$ cat src/rtl/common_types_pkg.sv
// Shared types for the execute stage: multiplier FSM states, iteration count
// and the double-word type that holds a full 32x32 product.
package common_types_pkg;

    typedef enum logic [1:0] {
        IDLE = 2'd0,
        CALC = 2'd1,
        DONE = 2'd2
    } mult_state_t;

    localparam int MULT_ITERS = 32;

    typedef logic [63:0] dword_t;

endpackage

$ cat src/rtl/execute_multiplier.sv
// Iterative shift-add multiplier for RV32M MUL/MULH/MULHSU/MULHU.
// Optional MULT_EARLY_OUT_EN ends CALC once the remaining multiplier bits are zero.
module execute_multiplier
    import common_types_pkg::*;
#(
    parameter int WIDTH = 32
) (
    input  logic             clk,
    input  logic             nrst,
    input  logic             start,
    input  logic             flush,
    input  logic             mult_half,
    input  logic             signed_a,
    input  logic             signed_b,
    input  logic [WIDTH-1:0] op_a,
    input  logic [WIDTH-1:0] op_b,
    output logic             stall,
    output logic             done,
    output logic [WIDTH-1:0] result
);

    localparam int PW = 2 * WIDTH;
    localparam int CW = $clog2(MULT_ITERS) + 1;

    function automatic logic [WIDTH-1:0] magnitude(input logic [WIDTH-1:0] v, input logic sgn);
        return (sgn && v[WIDTH-1]) ? (~v + WIDTH'(1)) : v;
    endfunction

    function automatic logic [PW-1:0] apply_sign(input logic [PW-1:0] p, input logic n);
        return n ? (~p + PW'(1)) : p;
    endfunction

    mult_state_t      state_q;
    logic [PW-1:0]    mcand_q;
    logic [WIDTH-1:0] mplier_q;
    logic [PW-1:0]    acc_q;
    logic [CW-1:0]    cnt_q;
    logic             neg_q;
    logic             half_q;
    logic             done_q;
    logic [WIDTH-1:0] result_q;

    logic [WIDTH-1:0] mag_a, mag_b;
    logic [PW-1:0]    acc_d;
    logic [WIDTH-1:0] mplier_d;
    logic [PW-1:0]    product;
    logic [WIDTH-1:0] prod_sel;
    logic             last_iter;

    assign mag_a    = magnitude(op_a, signed_a);
    assign mag_b    = magnitude(op_b, signed_b);
    assign acc_d    = acc_q + (mplier_q[0] ? mcand_q : '0);
    assign mplier_d = mplier_q >> 1;
    // Product is formed from the final accumulation so result is ready on entry to DONE.
    assign product  = apply_sign(acc_d, neg_q);
    assign prod_sel = half_q ? product[PW-1:WIDTH] : product[WIDTH-1:0];

`ifdef MULT_EARLY_OUT_EN
    assign last_iter = (mplier_d == '0) || (cnt_q == CW'(1));
`else
    assign last_iter = (cnt_q == CW'(1));
`endif

    always_ff @(posedge clk or negedge nrst) begin
        if (!nrst) begin
            state_q  <= IDLE;
            mcand_q  <= '0;
            mplier_q <= '0;
            acc_q    <= '0;
            cnt_q    <= '0;
            neg_q    <= 1'b0;
            half_q   <= 1'b0;
            done_q   <= 1'b0;
            result_q <= '0;
        end else begin
            done_q <= 1'b0;
            if (flush) begin
                state_q <= IDLE;
            end else begin
                case (state_q)
                    IDLE: begin
                        if (start) begin
                            mcand_q  <= {{WIDTH{1'b0}}, mag_a};
                            mplier_q <= mag_b;
                            neg_q    <= (signed_a & op_a[WIDTH-1]) ^ (signed_b & op_b[WIDTH-1]);
                            half_q   <= mult_half;
                            acc_q    <= '0;
                            cnt_q    <= CW'(MULT_ITERS);
`ifdef MULT_EARLY_OUT_EN
                            if (mag_b == '0) begin
                                state_q  <= DONE;
                                done_q   <= 1'b1;
                                result_q <= '0;
                            end else begin
                                state_q <= CALC;
                            end
`else
                            state_q <= CALC;
`endif
                        end
                    end
                    CALC: begin
                        acc_q    <= acc_d;
                        mcand_q  <= mcand_q << 1;
                        mplier_q <= mplier_d;
                        cnt_q    <= cnt_q - CW'(1);
                        if (last_iter) begin
                            state_q  <= DONE;
                            done_q   <= 1'b1;
                            result_q <= prod_sel;
                        end
                    end
                    DONE:    state_q <= IDLE;
                    default: state_q <= IDLE;
                endcase
            end
        end
    end

    // Low in the DONE cycle so the decode latch advances on that edge.
    assign stall  = start & ~done_q & ~flush;
    assign done   = done_q;
    assign result = result_q;

endmodule

$ cat config.mk
export PLATFORM = sky130hd
export DESIGN_NAME = execute_multiplier
export DESIGN_NICKNAME = d
export VERILOG_FILES = /design/src/rtl/common_types_pkg.sv /design/src/rtl/execute_multiplier.sv
export SDC_FILE = /design/constraint.sdc
export NUM_CORES = 1
export LEC_CHECK = 0
export ABC_AREA = 1
export ABC_CLOCK_PERIOD_IN_PS = 4180
export CAP_MARGIN = 20
export CORE_MARGIN = 1
export CORE_UTILIZATION = 50
export CTS_BUF_LIST = sky130_fd_sc_hd__clkbuf_8
export DETAILED_ROUTE_END_ITERATION = 6
export PLACE_DENSITY = 0.69
export SYNTH_ARGS = -nofsm -noshare
export SYNTH_HDL_FRONTEND = slang
export SYNTH_SLANG_ARGS = --single-unit
$ cat constraint.sdc
create_clock -name clk -period 4.18 [get_ports clk]
set_input_delay 0.836 -clock clk [delete_from_list [all_inputs] [get_ports clk]]
set_output_delay 0.836 -clock clk [all_outputs]
set_load 0.01 [all_outputs]
==> metrics.yaml <==
start_util_pct: 51.1
track_usage_pct: 37.8
hold_path.class: "input port to async pin"
drt_pass1_iterations: 7
htree_levels: 2
numPortBuffers: 104
die_h_um: 196
drive_gt1_share_pct: 9.23
cts-root-buf: "clkbuf_8"
dieArea_um2: 38500
numCtsBuffers: 40
arrival_ns: 4.48
post-route-min-period_ns: 3.98
clock_path_buffers: 3
required_ns: 4.68
grt_pass1_wl_um: 111000
max-vdd-ir-drop_mv: 0.385
maxSlewViolCount: 0
num-fill-cells: 3791
end_kind: "flip-flop"
clk-insertion-delay-late_ns: 0.62
yosys_register_bits: 203
antenna_found_initial: 0
drt_iter0_drc: 2301
syn-mean-instance-area_um2: 5.94
overflow: 0
register_area_um2: 5080
fin_setup_tns_ns: 0
violations: "design-rule violations"
powerDensity_nw_per_um2: 421
clock.fmax_ghz: 0.252
rsz0062_at_grt: "true"
wl_um: 72500
worstSetupPathType: "flip-flop to flip-flop"
worst-path-max-fanout: 39
diodes: 0
fin_ws_ns: 0.204
std_cell_rows: 70
startpoint_type: "flip-flop"
globalplace.congestion: 1.08
ys_seq_area_share_pct: 27.0
worst-slew-pin-transition_ns: 1.00
syn_inst: 3171
post-place-ws_ns: 0.202
period_share_pct: 95.1
path_clk_slew_ns: 0.06
ys_warn_count: 0
leakage_uw: 0.0118
syn_area_um2: 18800
grt_max_degree: 94
synth_cell_types: 50
fin_nets: 3430
routedWlPerCell_um: 19.0
maxSlewHeadroom_pct: 33.1
cts.sinks: 203
status: "finished with violations"
hpwl_um: 57700
finalHoldViolCount: 0
via_per_inst: 5.52
ant_nets: 0
io_pins: 105
synth_edf_count: 0
area_growth_pct: 14.1
ys.flop_type: "dfrtp_1"
tritoncts: "yes"
timing.hold.ws_ns: 0.277
vias: 21100
core_area_um2: 36900
first_global_vias: 19500
p_total_uw: 9050
die-width_um: 196
ys_async_sr_fraction_pct: 100
synth_fp_nets: 3311
cap_violations: 0
setup_violations: 0
multi_input_area_um2: 11500
drc: 1
finClkSkew_ns: 0.0472
critical path, stage by stage (launching register included):
cell     delay, ns
dfrtp_2       0.44
buf_12        0.18
nand2_1       0.14
inv_1         0.08
ha_1          0.33
buf_4         0.16
nand2_1       0.09
nor2_1        0.22
nand2_1       0.13
nor2_1        0.33
nand3_1       0.22
nand3_1       0.15
nand2_1       0.07
nand2_2       0.18
nand2_1       0.16
nor2_1        0.18
nand3_1       0.14
nor2_4        0.16
nor2_1        0.06
nand2_1       0.11
nand3_1       0.16
a21oi_1       0.18
cells in the mapped netlist (3+ instances only):
master | instances | area, um^2
nor2_1 | 243 | 912
nor4_1 | 10 | 62.6
o21ai_1 | 5 | 25.0
nor2_4 | 8 | 90.1
nor3_2 | 5 | 50.1
nor2_2 | 33 | 206
dfrtp_1 | 203 | 5080
nand3_1 | 203 | 1020
o31ai_1 | 21 | 158
a31oi_1 | 15 | 93.8
buf_2 | 3 | 15.0
o22ai_1 | 3 | 18.8
inv_1 | 497 | 1870
ha_1 | 68 | 851
nor3_1 | 32 | 160
a21oi_1 | 146 | 731
xor2_1 | 24 | 210
buf_1 | 4 | 15.0
nand2_4 | 3 | 33.8
or2_2 | 6 | 37.5
xnor2_1 | 13 | 114
a21oi_2 | 6 | 52.6
nand3_2 | 16 | 160
o21bai_1 | 5 | 37.5
clkbuf_1 | 72 | 270
and2_1 | 4 | 25.0
nand2_1 | 1098 | 4120
inv_2 | 32 | 120
nand4_1 | 30 | 188
nand2_2 | 62 | 388
o211ai_1 | 15 | 113
nand3b_1 | 9 | 67.6
o221ai_1 | 10 | 87.6
o21ai_0 | 244 | 1220
final cells by class:
cell class                      count  share of cell area [%]
Multi-Input combinational cell   2355                    53.6
Sequential cell                   203                    23.6
Inverter                          531                    9.28
Timing Repair Buffer              159                    7.01
Clock buffer                       50                    3.20
Tap cell                          504                    2.93
Clock inverter                     16                   0.332
final timing paths:
check / cells after the start / to / from / slack (ns)
worst max-delay path: 21 / result[16] / mplier_q[0] / 0.20
worst min-delay path: 1 / mcand_q[5] / nrst / 0.28
worst max register to register: 21 / result[16] / mplier_q[0] / 0.20
worst min register to register: 2 / mcand_q[63] / mcand_q[63] / 0.48
max in group asynchronous: 2 / mcand_q[52] / nrst / 2.79
min in group clk: 2 / mcand_q[63] / mcand_q[63] / 0.48
layout by cell type, fill, tap and decap left out, types with 18 or more instances in the layout:
master,Yosys,routed
ha_1,68,68
inv_1,497,507
buf_4,2,51
nor2_2,33,36
a21oi_1,146,145
nand4_1,30,30
o21ai_0,244,242
nand2_1,1098,1094
nor3_1,32,32
nand3_2,16,18
nor2_1,243,236
clkbuf_8,0,51
xor2_1,24,24
o31ai_1,21,21
inv_2,32,33
nand3_1,203,201
nand2_2,62,65
clkdlybuf4s50_1,0,103
dfrtp_1,203,201
sequential cells by signal, indices dropped and copies added (netlist names):
| register | flops |
|---|---|
| acc_q | 64 |
| mcand_q | 64 |
| mplier_q | 32 |
| result | 32 |
| cnt_q | 6 |
| state_q | 2 |
| done | 1 |
| half_q | 1 |
| neg_q | 1 |
through the flow:
step / instances / area (um^2) / util [%]
after global routing: 3818 / 21500 / 58.3
after CTS: 3818 / 21400 / 58.2
after detailed placement: 3752 / 20700 / 56.1
final: 3818 / 21500 / 58.3
after global placement: 3752 / 20700 / 56.1
after floorplan: 3171 / 18800 / -
timing repair:
item                                    in CTS  in global routing
endpoints found under the setup margin       0                 12
resized for setup                            0                 17
hold endpoints to repair                     0                  0
setup buffers                                0                  0
hold buffers                                 0                  0
power breakdown:
| part | switching (uW) | internal (uW) |
|---|---|---|
| Combinational | 2860 | 1440 |
| Sequential | 347 | 2400 |
| Clock | 934 | 1070 |
metal layers:
metal | global-route usage [%] | part of all wire [%] | vias up
li1 | - | - | 10200
met1 | 52.4 | 43 | 9773
met2 | 57.1 | 42 | 940
met3 | 9.68 | 11 | 125
met4 | 12.7 | 3.5 | 0
met5 | 0 | 0 | -
kinds of logic (layout without fill, tap and decap cells):
| logic type | after synthesis | after routing | synth area share, % |
|---|---|---|---|
| compound gates | 484 | 484 | 14.2 |
| xor+xnor | 37 | 37 | 1.72 |
| fa+ha+maj | 69 | 69 | 4.62 |
| buf+inv | 613 | 756 | 12.3 |
| flops | 203 | 203 | 27.0 |
| simple gates | 1765 | 1765 | 40.2 |
Note: power is estimated with default switching activity, not from simulation.
